==> config.mk <==
export PLATFORM = sky130hd
export DESIGN_NAME = segment_capture
export DESIGN_NICKNAME = d
export VERILOG_FILES = /design/src/rtl/segment_capture.sv
export SDC_FILE = /design/constraint.sdc
export NUM_CORES = 1
export LEC_CHECK = 0
export ABC_AREA = 1
export CAP_MARGIN = 20
export CORE_ASPECT_RATIO = 2
export CORE_MARGIN = 2
export CORE_UTILIZATION = 56
export DETAILED_ROUTE_END_ITERATION = 10
export GPL_ROUTABILITY_DRIVEN = 0
export PLACE_DENSITY_LB_ADDON = 0.15
export SKIP_CTS_REPAIR_TIMING = 1
export SYNTH_ARGS = -nofsm -noshare
export SYNTH_HDL_FRONTEND = slang
export SYNTH_SLANG_ARGS = --single-unit
==> constraint.sdc <==
create_clock -name clk -period 4.3 [get_ports clk]
set_input_delay 0.645 -clock clk [delete_from_list [all_inputs] [get_ports clk]]
set_output_delay 0.645 -clock clk [all_outputs]
set_load 0.02 [all_outputs]
==> src/rtl/segment_capture.sv <==
`default_nettype none
// +--------------------------------------------------------------------------+
// | Module      : segment_capture                                            |
// | Description : Passive receiver for an eight-digit, active-low,           |
// |               time-multiplexed seven-segment bus. Decodes each settled   |
// |               digit back to a hex nibble and presents the rebuilt 32-bit |
// |               value once all eight positions have been seen.             |
// |               Optional feature macro: SEGCAP_DP_CHECK_EN (a lit decimal  |
// |               point on a selected digit rejects that digit).             |
// | Revision    : 1.0 - initial release                                      |
// +--------------------------------------------------------------------------+
module segment_capture #(
    parameter int SETTLE = 1
) (
    input  logic        clk,
    input  logic        reset,
    input  logic [7:0]  anodes,
    input  logic [7:0]  cathodes,
    output logic [31:0] number_out,
    output logic        frame_valid,
    output logic        digit_valid,
    output logic [2:0]  digit_index,
    output logic [3:0]  digit_value,
    output logic        pattern_err,
    output logic        anode_err
);

    localparam logic [3:0] c_settle    = 4'(SETTLE);
    localparam logic [1:0] c_st_wait   = 2'd0;
    localparam logic [1:0] c_st_armed  = 2'd1;
    localparam logic [1:0] c_st_held   = 2'd2;

    logic [15:0] r_prev;
    logic [3:0]  r_age;
    logic [1:0]  r_state;
    logic [31:0] r_shadow;
    logic [7:0]  r_mask;

    logic [15:0] w_sample;
    logic        w_same;
    logic [3:0]  w_age_next;
    logic [1:0]  w_state_next;
    logic        w_arm;
    logic        w_seg_ok;
    logic [3:0]  w_nib;
    logic        w_blank;
    logic        w_onehot;
    logic [2:0]  w_idx;
    logic        w_dp_bad;
    logic        w_accept;
    logic        w_perr;
    logic        w_aerr;
    logic [7:0]  w_mask_new;
    logic [31:0] w_shadow_new;

    // Dwell tracking: age counts edges with an unchanged sample; ARMED marks the single evaluation edge of a dwell.
    always_comb begin
        w_sample     = {anodes, cathodes};
        w_same       = (w_sample == r_prev);
        w_age_next   = r_age;
        w_state_next = r_state;
        if (!w_same) begin
            w_age_next   = 4'd1;
            w_state_next = (c_settle == 4'd1) ? c_st_armed : c_st_wait;
        end else begin
            w_age_next = (r_age >= c_settle) ? c_settle : r_age + 4'd1;
            if (r_state == c_st_wait) begin
                w_state_next = (w_age_next == c_settle) ? c_st_armed : c_st_wait;
            end else begin
                w_state_next = c_st_held;
            end
        end
        w_arm = (w_state_next == c_st_armed);
    end

    // Cathode pattern decode (segments a..g, active low) back to a nibble.
    always_comb begin
        w_seg_ok = 1'b1;
        w_nib    = 4'h0;
        case (cathodes[7:1])
            7'b0000001: w_nib = 4'h0;
            7'b1001111: w_nib = 4'h1;
            7'b0010010: w_nib = 4'h2;
            7'b0000110: w_nib = 4'h3;
            7'b1001100: w_nib = 4'h4;
            7'b0100100: w_nib = 4'h5;
            7'b0100000: w_nib = 4'h6;
            7'b0001111: w_nib = 4'h7;
            7'b0000000: w_nib = 4'h8;
            7'b0000100: w_nib = 4'h9;
            7'b0001000: w_nib = 4'hA;
            7'b1100000: w_nib = 4'hB;
            7'b0110001: w_nib = 4'hC;
            7'b1000010: w_nib = 4'hD;
            7'b0110000: w_nib = 4'hE;
            7'b0111000: w_nib = 4'hF;
            default:    w_seg_ok = 1'b0;
        endcase
    end

    // Anode classification, digit index and the accept / error decisions for an armed sample.
    always_comb begin
        w_blank  = (anodes == 8'hFF);
        w_onehot = $onehot(~anodes);
        w_idx    = 3'd0;
        for (int i = 0; i < 8; i++) begin
            if (!anodes[i]) w_idx = 3'(i);
        end
`ifdef SEGCAP_DP_CHECK_EN
        w_dp_bad = ~cathodes[0];
`else
        w_dp_bad = 1'b0;
`endif
        w_accept     = w_arm && !w_blank && w_onehot && w_seg_ok && !w_dp_bad;
        w_perr       = w_arm && !w_blank && w_onehot && !(w_seg_ok && !w_dp_bad);
        w_aerr       = w_arm && !w_blank && !w_onehot;
        w_mask_new   = r_mask | (8'd1 << w_idx);
        w_shadow_new = r_shadow;
        w_shadow_new[{w_idx, 2'b00} +: 4] = w_nib;
    end

    // State, shadow frame and registered outputs; pulses default low every cycle.
    always_ff @(posedge clk) begin
        if (reset) begin
            r_prev      <= 16'h0000;
            r_age       <= 4'd0;
            r_state     <= c_st_wait;
            r_shadow    <= 32'h0;
            r_mask      <= 8'h00;
            number_out  <= 32'h0;
            frame_valid <= 1'b0;
            digit_valid <= 1'b0;
            digit_index <= 3'd0;
            digit_value <= 4'h0;
            pattern_err <= 1'b0;
            anode_err   <= 1'b0;
        end else begin
            r_prev      <= w_sample;
            r_age       <= w_age_next;
            r_state     <= w_state_next;
            frame_valid <= 1'b0;
            digit_valid <= w_accept;
            pattern_err <= w_perr;
            anode_err   <= w_aerr;
            if (w_accept) begin
                digit_index <= w_idx;
                digit_value <= w_nib;
                r_shadow    <= w_shadow_new;
                if (w_mask_new == 8'hFF) begin
                    number_out  <= w_shadow_new;
                    frame_valid <= 1'b1;
                    r_mask      <= 8'h00;
                end else begin
                    r_mask <= w_mask_new;
                end
            end
        end
    end

endmodule
`default_nettype wire

Word level (Yosys, flattened, before mapping)
Index checks and enable logic that the tools add are counted.
- register bits after elaboration: 105
- input bits: 18
- word-level logic and storage cells: 82
- add/subtract/negate cells: 9
- order comparisons: 1
- equality and inequality tests: 21
- shift-type cells: 3
- muxes and demuxes: 17
- bitwise operators: 4
- reductions and logical operators: 14
- operator list (kind ; number):
    case mux 4 bit (15 select lines) ; 1
    equality test 7 x 6 -> 1 bit, second input constant ; 5
    bitwise mux 32 bit ; 1
    variable shift 4 x 7 -> 32 bit, first input constant ; 1
    indexed part select 4 x 7 -> 32 bit ; 1
    equality test 7 bit, second input constant ; 4
    two-way mux 3 bit ; 6
    equality test 16 bit ; 1
    equality test 8 bit, second input constant ; 2
    OR reduction 16 bit ; 1
    equality test 7 x 3 -> 1 bit, second input constant ; 2
    equality test 7 x 4 -> 1 bit, second input constant ; 2
    adder 1 x 1 -> 2 bit ; 4
    equality test 4 x 1 -> 1 bit, second input constant ; 2
    two-way mux 8 bit ; 1
    inverter 8 bit ; 1
    bitwise OR 8 bit ; 1
    left shift 1 x 3 -> 8 bit, first input constant ; 1
    equality test 7 x 1 -> 1 bit, second input constant ; 1
    equality test 7 x 5 -> 1 bit, second input constant ; 1
    logical NOT 7 bit ; 1
    negation 5 -> 7 bit ; 1
    adder 2 x 2 -> 3 bit ; 2
    logical AND 1 bit ; 5
    other kinds (12) ; 21

Longest topological paths before layout
Gate-level depths: netlist (run 1).
- depth in word-level cells: 12
- depth in mapped cells: 20
- mapped depth without buffers: 19

Least setup slack after synthesis (run 1)
OpenSTA, ideal clock, no wires.
- path kind: input-to-reg
- from: input anodes[0]
- to: register r_shadow[20]
- arrival time: 3878 ps
- path slack: 312 ps
- stages: 16
- path buffers: 1
- path through: fa_1 inv_1 fa_1 fa_1 ha_1 inv_1 fa_1 o211ai_1 a21o_1 nor2_1 nand2_1 nor2_4 buf_6 nand2_1 nand3_1 inv_1
- longest elaborated chain between the ends: 7
- RTL lines (what ; RTL line ; source):
    start: declaration ; 17 ; input logic [7:0] anodes,
    inverter 8 bit ; 104 ; w_onehot = $onehot(~anodes);
    adder 1 x 1 -> 2 bit (implied by the code) ; 104 ;
    adder 2 x 2 -> 3 bit (implied by the code) ; 104 ;
    adder 3 x 3 -> 4 bit (implied by the code) ; 104 ;
    equality test 4 x 1 -> 1 bit ; 104 ;
    logical AND 1 bit (*) (2 in a row) ; 114 ; w_accept = w_arm && !w_blank && w_onehot && w_seg_ok && !w_dp_bad;
    end signal: assignment ; 148 ; r_shadow <= w_shadow_new;
    end: declaration ; 36 ; logic [31:0] r_shadow;
Mark *: on every way between the ends. The rest lies on a longest branch, timed or not.
A chain may end at the register's enable or synchronous reset.

Worst setup path after layout (run 1)
- from: input anodes[0]
- to: register r_shadow[28]
The elaborated chain is that of the path after synthesis.

==> results of run 1 <==
## layout make-up
class | instances | area [µm²]
clock buffers | 12 | 246.5
well taps | 104 | 130.1
flip-flops and latches | 105 | 2102
clock inverters | 4 | 51.30
fillers | 820 | 2915
inverters | 93 | 349.1
repair buffers | 78 | 818.3
multi-input cells | 586 | 2771
## through the flow
step	setup TNS [ns]	util [%]	hold slack (ns)	instances
CTS	0	68.52	0.4659	979
global placement	-5.869	65.35	0.4480	963
global route	0	68.93	0.4795	982
finish	0	68.93	0.4635	982
floorplan	0	-	0.4369	814
detailed placement	-15.82	65.35	0.4547	963
## registers in the layout (all words and copies together), names as in the netlist
register	count
frame_valid	1
pattern_err	1
anode_err	1
digit_value	4
r_mask	8
r_prev	16
r_age	4
digit_valid	1
number_out	32
r_shadow	32
digit_index	3
r_state	2
## metal layers
metal	vias to the layer above	GRT usage, %	share of wire (%)
met1	2461	26.73	38
met4	0	14.26	3.8
met3	37	3.811	4.2
met2	154	47.84	54
met5	-	0	0
li1	2646	-	-
## power groups by stage
| stage | combinational (mW) | sequential, mW | clock, mW |
|---|---|---|---|
| after detailed placement | 0.328 | 1.04 | 0 |
| final | 0.337 | 1.02 | 0.838 |
| after CTS | 0.329 | 1.02 | 0.850 |
| after global placement | 0.312 | 1.04 | 0 |
| after global routing | 0.376 | 1.03 | 0.892 |
| after floorplan | 0.210 | 1.05 | 0 |
## worst max-delay path: stages
cell and delay [ns]:
dlymetal6s2s_1 0.15, fa_1 0.54, inv_1 0.05, fa_1 0.50, fa_1 0.57, ha_2 0.19, inv_1 0.05, fa_1 0.47
o211ai_1 0.10, a21o_1 0.18, nor2_1 0.08, buf_4 0.14, nand2_2 0.08, nor2_4 0.15, buf_4 0.13, buf_12 0.13
nand2_1 0.06, nand3_1 0.07, inv_1 0.04
## worst min-delay path by stage
stage	startpoint	endpoint	slack, ns	cells after the start
final	r_shadow[1]	r_shadow[1]	0.46	2
after global routing	number_out[24]	number_out[24]	0.48	2
after CTS	r_mask[6]	r_mask[6]	0.47	2
after detailed placement	r_mask[6]	r_mask[6]	0.45	2
after global placement	r_mask[4]	r_mask[4]	0.45	2
after floorplan	r_state[0]	r_state[1]	0.44	2
## kinds of logic after synthesis
family | Yosys count
XOR/XNOR | 2
other | 1
AND/OR/NAND/NOR | 497
AO/OA/AOI/OAI | 69
buffers and inverters | 123
adder cells (fa/ha/maj) | 17
flip-flops | 105
## layout by cell type, fill, tap and decap left out, drive strengths merged
cell	instances
o21bai	13
inv	94
nor3b	2
clkinv	1
o21ai	39
ha	13
or2	1
clkdlybuf4s50	57
buf	18
nor2	145
nor3	2
bufinv	1
a21o	1
clkinvlp	1
clkbuf	12
a21oi	14
nand4	9
nor4	1
dfxtp	105
nand3	85
conb	1
o211ai	2
fa	4
xor2	2
nand2	252
dlymetal6s2s	3
==> run metrics, run 1 <==
clk_lat worst skew ~0.35 ns; vias in the first global route 4983; synth top area cells dfxtp_1, nand2_1, nor2_1, nand3_1, inv_1; Setup crit start anodes[0]; most common cell in the netlist nand2_1; Placeable Area ~9400 µm²; overall power 2.198 mW; routed vias 5298; RSZ-0062 raised after global routing false; register area share after synthesis 38.91%; max_cap viols 0; Inserted Clock Buffers 9; TritonCTS clock tree built; RR Startpoint r_age[0]; Setup CP Type in2reg; Sink Count approximately 110; PwrDens 339.7 nW/µm²; CP required between 4 and 5 ns; first-pass GRT wire length 21.55 mm; status finished, final reports clean; Critical Path Sink Type flop; Psw 593.6 µW; Die Ht 142.9 µm; sequential power share 46.6%; Clk Tree Root Cell clkbuf_16; Post-synth EDFFs 0; Synth Instances 814; synth unique cells 33; Yosys top cell by area dfxtp_1; Mapped Avg Cell Area between 6 and 7 µm²; worst min path class reg2reg; internal power 1.604 mW; maximum fanout along the worst path 16; initial antenna violation count 0; layout cells sized above 1 7.403%; largest net degree at the start of global routing 51; setup ws final 0.2232 ns; dpl hpwl 9.545 mm; # setup viols final 0; final count of hold timing violations 0; Post-Synth Adder-Cell Area between 4 and 5%; number of diodes 0; port bufs 60; Lkg Pwr 3.300 nW; multiplexer share of the synthesized area 0%; Most used DFF post-synth dfxtp_1; DRT Pass-1 Iters 5; final instance area 6469 µm²; total grt overflow 0; io pins 61; CP startpoint kind input pin; highest clock rate 0.2453 GHz; Worst R2R End r_shadow[28]; Critical Path AT approximately 4.3 ns; clock skew 0.006738 ns; Synthesis Warnings 0; Synth Register Bits 105; largest family of logic cells by synthesized area simple AND/OR/NAND/NOR gates; die area around 10000 µm²; # rows 50; Routed WL 13.13 mm; initial drt markers 362; Slew Limit Fails 0; GRT Util Overall 25.93%; Starting Density a little under three fifths; XOR/XNOR share of the synthesized area 0.3242%; Synth Area in Compound Gates 7.272%; Worst slew margin 52.66%; Post-synth ARST share 0%; Vias/cell 5.395; Least-Margin Pin Slew 0.7090 ns; Switching Share about 27%; Area Overhead vs Synth 19.73%; die width roughly 73 µm; Worst-path clk slew 0.07 ns; Place WS -0.3030 ns; Nets 908; drt drc 0; fin crit share 94.81%; top cell type's share of synthesized area 38.91%; combinational power share 15.3%; Synth Area in Simple Gates 38.98%; R2R Setup Slk 2.29 ns; syn nets ~850; Post-synth top cells nand2_1, nor2_1, dfxtp_1; routed len/inst about 13 µm; clock share of power a little under two fifths; peak supply drop approximately 0.23 mV; r2r worst-path depth 12; Max H-tree Level 3; synthesized cell area 5403 µm²; antenna-violating nets left 0; crit path capture r_shadow[28]; min cycle time layout 4.077 ns; CTS max path bufs 2; Post-DP Area 6132 µm²
(Power assumes the default switching activity.)
==> run 2: changes to the inputs <==
CORE_MARGIN = not set   (was 2)
CORE_UTILIZATION = 45   (was 56)
==> run 2 against run 1 <==
Register-to-register slack better by 0.02 ns. Clock skew up 0.0025 ns. Global-route usage decreased by 3.5 points. Total power increased by 1.0%. Fmax is 1.4% lower. Cell count is 4.3% higher. Wire length rose by 2.2%. Clock power rose by 2%. Worst setup slack got worse by 0.056 ns. Combinational power grew 2%. Largest power group unchanged.
==> run metrics, run 2 (synthesis gave the netlist of run 1 again) <==
status finished, final reports clean; final instance area 6569 µm² (+1.5%); largest net degree at the start of global routing 61 (+20%); die area 12470 µm² (+19%); Least-Margin Pin Slew 0.5669 ns (-0.1421 ns); dpl hpwl 9.956 mm (+4.3%); antenna-violating nets left 0 (unchanged); Routed WL 13.42 mm (+2.2%); Clk Tree Root Cell clkbuf_16; Critical Path AT 4.43 ns (+0.10 ns); overall power 2.220 mW (+1.0%); TritonCTS clock tree built; worst path cell trace dlymetal6s2s_1 -> fa_1 -> inv_1 -> fa_1 -> fa_1 -> ha_2 -> inv_1 -> fa_2 -> o211ai_1 -> a21o_1 -> nor2_1 -> buf_4 -> nand2_2 -> nor2_4 -> buf_6 -> buf_12 -> nand4_1 -> nand2_1; max_cap viols 0 (unchanged); clock skew 0.009249 ns (+0.002511 ns); vias in the first global route 4782 (-4.0%); die width 79.48 µm (+8.2%); CTS max path bufs 2 (unchanged); io pins 61 (unchanged); PwrDens 338.0 nW/µm² (-0.51%); number of diodes 0 (unchanged); Slowest-stage cell, CP fa_1; final count of hold timing violations 0 (unchanged); Slew Limit Fails 0 (unchanged); maximum fanout along the worst path 8 (-8); first-pass GRT wire length 21.85 mm (+1.4%); most frequent cells in the layout nand2_1, nor2_1, dfxtp_1; Critical Path Sink Type flop; fin crit share 96.11% (+1.3 points); Setup CP Type in2reg; DRT Pass-1 Iters 7 (+2); fin util 56.14% (-13 points); cell mode on critical path fa_1; # setup viols final 0 (unchanged); total grt overflow 0 (unchanged); CP bufs+invs 6 (-1); Vias/cell 5.047 (-6.5%); initial antenna violation count 0 (unchanged); Die Ht 157.0 µm (+9.8%); worst min path class reg2reg; peak supply drop 0.2254 mV (-3.3%); highest clock rate 0.2420 GHz (-1.4%); layout cells sized above 1 8.077% (+0.67 points); Starting Density 46.17% (-11 points); Inserted Clock Buffers 9 (unchanged); Worst-path clk slew 0.07 ns (about the same); RSZ-0062 raised after global routing false; routed vias 5168 (-2.5%); GRT Util Overall 22.44% (-3.5 points); port bufs 60 (unchanged); Nets 909 (+0.11%); Lkg Pwr 3.314 nW (+0.42%); initial drt markers 212 (-41%); Post-DP Area 6206 µm² (+1.2%); clk_lat worst skew 0.35 ns (about the same); Max H-tree Level 3 (unchanged); layout filler cell count 1103 (+35%); min cycle time layout 4.133 ns (+0.05597 ns); Top delay family on crit path adder cells; setup ws final 0.1673 ns (-0.05597 ns); routed len/inst 13.11 µm (-2.0%); biggest regs number_out: 32 flops, r_shadow: 32 flops, r_prev: 16 flops; commonest non-fill, non-tap cell in the layout nand2_1; largest stage delay on the critical path 0.55 ns (-0.02 ns); Place WS -0.3606 ns (-0.05761 ns); # rows 56 (+12%); Hold WS 0.4628 ns (-0.0006670 ns); Area Overhead vs Synth 21.58%; CP required 4.59 ns (+0.04 ns); drt drc 0 (unchanged); Placeable Area 11700 µm² (+25%); Sink Count 105 (unchanged); CP startpoint kind input pin; Worst slew margin 62.15% (+9.5 points)
## run 2: final timing paths
path	startpoint	to	slack (ns)	cells after the start
max	anodes[0]	number_out[1]	0.17	18
max reg2reg	r_age[0]	number_out[1]	2.31	11
min reg2reg	r_mask[7]	r_mask[7]	0.46	2
min	r_mask[7]	r_mask[7]	0.46	2
## run 2: area by class of cell
cell class | count | area, µm² | area share, %
multi-input combinational | 586 | 2780 | 42.32
sequential | 105 | 2102 | 32.00
timing repair buffer | 79 | 847.1 | 12.90
inverter | 93 | 349.1 | 5.314
clock buffer | 9 | 225.2 | 3.429
tap | 145 | 181.4 | 2.762
clock inverter | 7 | 83.83 | 1.276
## run 2: metal layers
metal	wire, µm	vias to the layer above	global-route usage [%]
li1	-	2648	-
met1	5224	2357	23.36
met2	7319	130	42.25
met3	366	33	2.783
met4	510	0	11.95
met5	0	-	0
## run 2: stage by stage
stage / std cells / setup TNS (ns)
3_3_place_gp: 1007 / -8.649
6_report: 1024 / 0
5_1_grt: 1024 / 0
4_1_cts: 1023 / 0
3_5_place_dp: 1007 / -20.25
2_1_floorplan: 814 / 0
## run 2: worst min-delay path: stages, from the launching register on
cell     delay, ns
dfxtp_1       0.31
nand2_1       0.06
a21oi_1       0.05
## run 2: report_power, final
part	switching [mW]	total (mW)	internal, mW
logic	0.209	0.344	0.134
clock network	0.392	0.854	0.462
registers	0.0160	1.02	1.01
total	0.617	2.22	1.60
==> run 3: changes to the inputs <==
TNS_END_PERCENT = 1   (was not set)
==> results of run 3 <==
No change in the layout: final DEF, timing and power equal those of run 2.
